File: config.mk
export PLATFORM = sky130hd
export DESIGN_NAME = firing_control
export DESIGN_NICKNAME = d
export VERILOG_FILES = /design/src/rtl/firing_control.sv
export SDC_FILE = /design/constraint.sdc
export NUM_CORES = 1
export LEC_CHECK = 0
export ABC_AREA = 1
export CORE_MARGIN = 8
export CORE_UTILIZATION = 55
export CTS_CLUSTER_SIZE = 28
export DETAILED_ROUTE_END_ITERATION = 10
export HOLD_SLACK_MARGIN = 0.15
export PLACE_DENSITY = 0.79
export SETUP_SLACK_MARGIN = 0.4
export SYNTH_ARGS = -nofsm -noshare
export SYNTH_HDL_FRONTEND = slang
export SYNTH_SLANG_ARGS = --single-unit
File: constraint.sdc
create_clock -name clk -period 1.64 [get_ports clk]
set_input_delay 0.164 -clock clk [delete_from_list [all_inputs] [get_ports clk]]
set_output_delay 0.164 -clock clk [all_outputs]
set_load 0.02 [all_outputs]
File: src/rtl/firing_control.sv
// ============================================================================
//  Module      : firing_control
//  Description : Trigger debounce and shot/round sequencing FSM that drives
//                the firing datapath command and keeps hit/round statistics.
//  Revision    : 1.0 - initial release
// ============================================================================
`default_nettype none
`timescale 1ns/1ps

module firing_control #(
    parameter int DEBOUNCE_CYCLES = 16,
    parameter int TIMEOUT_CYCLES  = 1000,
    parameter int FALL_CYCLES     = 64
) (
    input  logic       clk,
    input  logic       reset_n,
    input  logic       trigger,
    input  logic       round_start,
    input  logic       is_shot,
    input  logic       escape,
    input  logic [1:0] remaining_shots,
    output logic [2:0] control,
    output logic       round_active,
    output logic       hit_pulse,
    output logic       miss_pulse,
    output logic       timeout,
    output logic       bird_down,
    output logic [3:0] birds_hit,
    output logic [3:0] rounds_played
);

    localparam int c_DB_W   = ($clog2(DEBOUNCE_CYCLES) > 0) ? $clog2(DEBOUNCE_CYCLES) : 1;
    localparam int c_TO_W   = ($clog2(TIMEOUT_CYCLES)  > 0) ? $clog2(TIMEOUT_CYCLES)  : 1;
    localparam int c_FALL_W = ($clog2(FALL_CYCLES)     > 0) ? $clog2(FALL_CYCLES)     : 1;

    localparam logic [c_DB_W-1:0]   c_DB_LAST   = c_DB_W'(DEBOUNCE_CYCLES - 1);
    localparam logic [c_TO_W-1:0]   c_TO_LAST   = c_TO_W'(TIMEOUT_CYCLES - 1);
    localparam logic [c_FALL_W-1:0] c_FALL_LAST = c_FALL_W'(FALL_CYCLES - 1);

    localparam logic [2:0] c_CTL_RELOAD = 3'b000;
    localparam logic [2:0] c_CTL_HOLD   = 3'b001;
    localparam logic [2:0] c_CTL_SHOT   = 3'b011;

    typedef enum logic [2:0] {
        S_IDLE  = 3'd0,
        S_ARMED = 3'd1,
        S_SHOT  = 3'd2,
        S_CHECK = 3'd3,
        S_CLEAR = 3'd4,
        S_FALL  = 3'd5,
        S_EMPTY = 3'd6,
        S_ESC   = 3'd7
    } state_t;

    state_t              r_state;
    logic                r_sync1;
    logic                r_sync2;
    logic [c_DB_W-1:0]   r_db_cnt;
    logic                r_db_level;
    logic                r_db_prev;
    logic [c_TO_W-1:0]   r_to_cnt;
    logic [c_FALL_W-1:0] r_fall_cnt;
    logic [3:0]          r_birds_hit;
    logic [3:0]          r_rounds_played;

    logic w_fire;
    logic w_expire;
    logic w_hit;
    logic w_esc_miss;

    // Debounced level flips only after a full run of differing samples.
    always_ff @(posedge clk or negedge reset_n) begin
        if (!reset_n) begin
            r_sync1    <= 1'b0;
            r_sync2    <= 1'b0;
            r_db_cnt   <= '0;
            r_db_level <= 1'b0;
            r_db_prev  <= 1'b0;
        end else begin
            r_sync1   <= trigger;
            r_sync2   <= r_sync1;
            r_db_prev <= r_db_level;
            if (r_sync2 != r_db_level) begin
                if (r_db_cnt == c_DB_LAST) begin
                    r_db_level <= r_sync2;
                    r_db_cnt   <= '0;
                end else begin
                    r_db_cnt <= r_db_cnt + 1'b1;
                end
            end else begin
                r_db_cnt <= '0;
            end
        end
    end

    assign w_fire     = r_db_level & ~r_db_prev;
    assign w_expire   = (r_state == S_ARMED) && !w_fire && (r_to_cnt == c_TO_LAST);
    assign w_hit      = (r_state == S_CHECK) && is_shot;
    assign w_esc_miss = (r_state == S_ESC) && escape;

    always_ff @(posedge clk or negedge reset_n) begin
        if (!reset_n) begin
            r_state    <= S_IDLE;
            r_to_cnt   <= '0;
            r_fall_cnt <= '0;
        end else begin
            case (r_state)
                S_IDLE: begin
                    if (round_start) begin
                        r_state  <= S_ARMED;
                        r_to_cnt <= '0;
                    end
                end
                S_ARMED: begin
                    // Hold at the last value so a fire won in the expiry cycle
                    // cannot wrap the timer on return.
                    if (r_to_cnt != c_TO_LAST) begin
                        r_to_cnt <= r_to_cnt + 1'b1;
                    end
                    if (w_fire) begin
                        r_state <= S_SHOT;
                    end else if (w_expire) begin
                        r_state <= S_IDLE;
                    end
                end
                S_SHOT: r_state <= S_CHECK;
                S_CHECK: begin
                    if (is_shot) begin
                        r_state <= S_CLEAR;
                    end else if (remaining_shots == 2'd0) begin
                        r_state <= S_EMPTY;
                    end else begin
                        r_state <= S_ARMED;
                    end
                end
                S_CLEAR: begin
                    r_fall_cnt <= '0;
                    r_state    <= S_FALL;
                end
                S_FALL: begin
                    if (r_fall_cnt == c_FALL_LAST) begin
                        r_state <= S_IDLE;
                    end else begin
                        r_fall_cnt <= r_fall_cnt + 1'b1;
                    end
                end
                S_EMPTY: r_state <= S_ESC;
                S_ESC: begin
                    if (escape) begin
                        r_state <= S_IDLE;
                    end
                end
                default: r_state <= S_IDLE;
            endcase
        end
    end

    always_ff @(posedge clk or negedge reset_n) begin
        if (!reset_n) begin
            r_birds_hit     <= 4'd0;
            r_rounds_played <= 4'd0;
        end else begin
            if (w_hit && (r_birds_hit != 4'd15)) begin
                r_birds_hit <= r_birds_hit + 4'd1;
            end
            if (w_hit || w_expire || w_esc_miss) begin
                r_rounds_played <= r_rounds_played + 4'd1;
            end
        end
    end

    always_comb begin
        control = c_CTL_HOLD;
        case (r_state)
            S_SHOT:  control = c_CTL_SHOT;
            S_CLEAR: control = c_CTL_RELOAD;
            S_EMPTY: control = c_CTL_RELOAD;
            default: control = c_CTL_HOLD;
        endcase
    end

    assign round_active  = (r_state == S_ARMED) || (r_state == S_SHOT) || (r_state == S_CHECK);
    assign bird_down     = (r_state == S_FALL);
    assign hit_pulse     = w_hit;
    assign miss_pulse    = w_expire || w_esc_miss;
    assign timeout       = w_expire;
    assign birds_hit     = r_birds_hit;
    assign rounds_played = r_rounds_played;

endmodule

`default_nettype wire

### Yosys cells after proc, flatten, opt, wreduce, memory -nomap -nowiden

Index checks and enable logic that the tools add are counted.

* flip-flop bits (word level): 35
* input port bits: 8
* output and inout port bits: 16
* logic and storage cells: 72

* add/subtract/negate cells: 5
* equality and inequality tests: 19
* mux-type cells: 16
* bitwise gates (word level): 2
* reduce and logical (&&, ||, !) cells: 20

Operator list (number)
* 3-bit one-hot mux with 8 select lines: 1
* 3-bit 2-to-1 mux: 7
* 10-bit 2-to-1 mux: 2
* 10-bit one-hot mux with 2 select lines: 1
* 4-bit by 1-bit adder with 4-bit output, second input constant: 3
* 3-bit equality test, second input constant: 4
* 6-bit one-hot mux with 2 select lines: 1
* 10-bit by 1-bit adder with 10-bit output, second input constant: 1
* 10-bit equality test, second input constant: 1
* 10-bit != test, second input constant: 1
* 4-bit 2-to-1 mux: 2
* 6-bit by 1-bit adder with 6-bit output, second input constant: 1
* 3-bit by 2-bit equality test with 1-bit output, second input constant: 2
* 6-bit equality test, second input constant: 1
* 6-bit 2-to-1 mux: 1
* 2-bit != test, second input constant: 3
* 1-bit logical AND: 5
* 1-bit logical OR: 5
* 4-bit equality test, second input constant: 1
* 2-bit by 1-bit != test with 1-bit output, second input constant: 2
* 4-bit != test, second input constant: 1
* 2-bit one-hot mux with 2 select lines: 1
* 2-bit AND reduction: 2
* 4-bit AND reduction: 1
* other kinds (11): 12

### Logic depth before layout (Yosys ltp)

* word-level depth: 8
* mapped depth: 11

### Worst setup path before layout

No wires, ideal clock.

* path type: register -> output
* start point: reg r_to_cnt[0]
* end point: out miss_pulse
* arrival: 1250 ps
* setup slack: 226 ps
* stages on the path, launching flop included: 6
* buffers on the path: 0
* path through: dfrtp_1 -> ha_1 -> nand2_1 -> nor3_2 -> nand3_2 -> nand2_1

* cells in the longest elaborated chain, start to end: 3

Ends and longest elaborated chain
* from (decl): line 61 `logic [c_TO_W-1:0] r_to_cnt;`
* from (signal assigned): line 118 `r_to_cnt <= r_to_cnt + 1'b1;`
* 10-bit equality test: line 97 `assign w_expire = (r_state == S_ARMED) && !w_fire && (r_to_cnt == c_TO_LAST);`
* 1-bit logical AND: line 97
* 1-bit logical OR: line 185 `assign miss_pulse = w_expire || w_esc_miss;`
* to (decl): line 25 `output logic miss_pulse,`

Every way passes these cells.

### Worst setup path in the final report

* start point: reg r_state[0]
* end point: out miss_pulse

* cells in the longest elaborated chain, start to end: 4

Ends and longest elaborated chain
* from (decl): line 55 `state_t r_state;`
* from (signal assigned): line 103 `r_state <= S_IDLE;`
* from (signal assigned): line 110 `r_state <= S_ARMED;`
* from (signal assigned): line 121 `r_state <= S_SHOT;`
* 3-bit by 1-bit equality test with 1-bit output: line 97
* 1-bit logical AND (2 in a row): line 97
* 1-bit logical OR (*): line 185

Mark *: on every way between the ends. The rest lies on a longest branch, timed or not.

==> out/metrics.csv <==
stage;metric;value;unit
outcome;outcome;complete, but fails checks;
outcome;failing checks;negative setup slack;
die;IO Pins;24;
synthesis;cell taking the most area after synthesis;dfrtp_1;
synthesis;syn nets;266;
grt;vias in the first global route;2475;
sta;Slew Limit Fails;0;
die;Std-Cell Rows;21;
die;Initial Util;0.580;
detailed_routing;via count;2703;
placement;DP Area;2540;um2
clock_network;CTS Sinks;35;
setup_path;Worst setup EP type;output pin;
detailed_routing;DR vias/cell;6.81;
grt;Tot GR Track Use;0.296;
layout;Area Overhead vs Synth;66.4;%
setup_path;worst-path fanout max;2;
synthesis;Cell Area, Synth;1970;um2
placement;hpwl dp;3.28;mm
detailed_routing;Detailed Routing Iterations Pass 1;6;
clock_network;clock latency at the later pin of the worst-skew pair;0.38;ns
grt;initial antenna violation count;0;
synthesis;top cell type's share of synthesized area;0.445;
layout;Final Instance Area;3270;um2
synthesis;synth top area cells;dfrtp_1 45%, nand2_1 15%, nand3_1 6.1%;
pwr;static leakage;1.71;nW
die;core area;3390;um2
setup_path;Critical Path AT;1.76;ns
synthesis;FF+latch count, synth;35;
pwr;VDD IR-drop max;0.945;mV
synthesis;mux share of post-synthesis cell area;0;
clock_network;Root Buffer Master;clkbuf_4;
synthesis;Distinct cells, synth;30;
die;Die X;75.8;um
clock_network;number of clock buffers inserted by TritonCTS;5;
synthesis;area share of and/or/nand/nor cells after synthesis;0.326;
grt;largest net degree at the start of global routing;36;
sta;Final setup viols;26;
die;die area;5750;um2
sta;Final Hold Viols;0;
sta;minimum clock period;1.93;ns
sta;Worst-Margin Slew;0.497;ns
sta;RSZ-0062 raised after global routing;yes;
die;die height;75.8;um
grt;first-pass GRT wire length;12.4;mm
layout;Post-layout nets;363;
detailed_routing;final WL;10.5;mm
placement;routability cong.;0.836;
clock_network;TritonCTS clock tree;yes;
detailed_routing;initial drt markers;476;
synthesis;count leader, synth;nand2_1;
setup_path;Crit Path Category;reg2out;
sta;Tcrit/Tclk final;1.17;
sta;Max Fclk;519;MHz
synthesis;Post-Synth Adder-Cell Area;0.0318;
clock_network;Clock transition at path regs;0.13;ns
synthesis;Synth async-reset ratio;1.00;
sta;Worst slew margin;0.667;
synthesis;Post-synth top cells;76 x nand2_1, 35 x dfrtp_1, 27 x inv_1;
sta;hold slack;0.209;ns
grt;total grt overflow;0;
detailed_routing;Routed Antenna Nets;0;
synthesis;Post-synth EDFFs;0;
job;Max-Cap Viols;0;
synthesis;Synth Area in XOR/XNOR;0.0534;
detailed_routing;DRC errors left;0;
detailed_routing;per-cell routed wire length;26.5;um
setup_path;CP Data Required Time;1.48;ns
synthesis;yosys warns;0;
clock_network;Max H-tree Level;2;
setup_path;critical path launch point type;flip-flop;
layout;share of cells above drive strength 1;0.493;
placement;Port Buffers;22;
synthesis;sequential fraction of the synthesis area;0.445;
sta;Final WS setup;-0.286;ns
synthesis;main flop type after synthesis;dfrtp_1;
placement;pre-CTS setup slack;-0.185;ns
synthesis;Syn Area/Cell;7.77;um2
synthesis;Compound-Gate Fraction of Synth Area;0.0655;
worst_hold_path;Hold Path Class;in2async;
clock_network;Clock Tree Buf Depth;2;
setup_path;Worst Reg-to-Reg Cells;12;
synthesis;largest family of logic cells by synthesized area;simple AND/OR/NAND/NOR gates;
synthesis;cell count after synthesis;253;
sta;final worst clock skew;0.0244;ns
pwr;PwrDens;1270;nW/um2
layout;Antenna Diode Count;0;
layout;Final Util;0.966;
power breakdown:
part | switching, mW | leakage (nW) | total (mW) | internal, mW
combinational | 1.30 | 1.21 | 2.45 | 1.15
clock | 0.340 | 0.0386 | 0.592 | 0.252
sequential | 0.140 | 0.467 | 1.11 | 0.965
total | 1.78 | 1.71 | 4.15 | 2.37
flip-flops by register name, indices dropped and copies added (netlist names), 3 cells and up:
signal / flops
r_state: 3
r_db_cnt: 4
rounds_played: 4
birds_hit: 4
r_to_cnt: 10
r_fall_cnt: 6
per-layer routing:
| layer | routed length (um) | GRT usage | vias to the layer above |
|---|---|---|---|
| met2 | 4550 | 0.493 | 340 |
| met1 | 3280 | 0.294 | 1243 |
| met5 | 0 | 0 | - |
| met3 | 1640 | 0.0803 | 117 |
| li1 | - | - | 1003 |
| met4 | 1030 | 0.273 | 0 |
area by class of cell:
type	instances	area (um2)
clock buffer	8	68.8
inverter	32	136
tap	46	57.6
timing repair buffer	94	890
fill	68	116
multi-input combinational	182	1240
sequential	35	880
placed cells by master, fill, tap and decap left out, types with 4 or more instances in the layout:
| cell | n |
|---|---|
| nand2_1 | 48 |
| inv_2 | 9 |
| nand3_4 | 4 |
| dfrtp_1 | 32 |
| nor2_1 | 17 |
| buf_4 | 50 |
| buf_6 | 24 |
| clkdlybuf4s50_1 | 7 |
| nand3_2 | 5 |
| nand3_1 | 18 |
| nand2_2 | 18 |
| nor2_4 | 5 |
| xnor2_1 | 7 |
| o21ai_2 | 8 |
| nand4_1 | 11 |
| nand2_4 | 12 |
| inv_1 | 19 |
| clkbuf_4 | 5 |
worst paths after layout:
| path | startpoint | slack [ns] | endpoint |
|---|---|---|---|
| max in group asynchronous | reset_n | 1.04 | birds_hit[0] |
| worst max-delay path | r_state[0] | -0.29 | miss_pulse |
| min in group clk | trigger | 0.23 | r_sync1 |
| worst min register to register | r_sync1 | 0.38 | r_sync2 |
| worst min-delay path | reset_n | 0.21 | r_fall_cnt[5] |
| worst max register to register | r_to_cnt[1] | -0.19 | r_state[2] |
cell families after synthesis:
group           count (synthesis)
xor+xnor                       12
simple gates                  144
compound gates                 20
other cells                     1
buf+inv                        36
fa+ha+maj                       5
flops                          35
timing repair:
item                       CTS  global route
gates resized for setup    117            47
hold buffers                 0             0
pin swaps                   12            15
setup endpoints to repair   42            41
gates cloned                 2             0
buffers inserted            25            13
worst max-delay path, stage by stage, from the launching register on:
cell	delay, ns
dfrtp_1	0.44
buf_6	0.13
buf_4	0.11
nand4_1	0.35
nand2_4	0.20
buf_6	0.14
through the flow:
step | cells | total power [mW] | TNS, ns
finish | 397 | 4.15 | -3.17
global route | 397 | 4.19 | -3.75
CTS | 384 | 3.50 | 0
detailed placement | 349 | 2.18 | -0.369
global placement | 349 | 2.14 | -0.254
floorplan | 253 | 1.73 | 0
(Power assumes the default switching activity.)
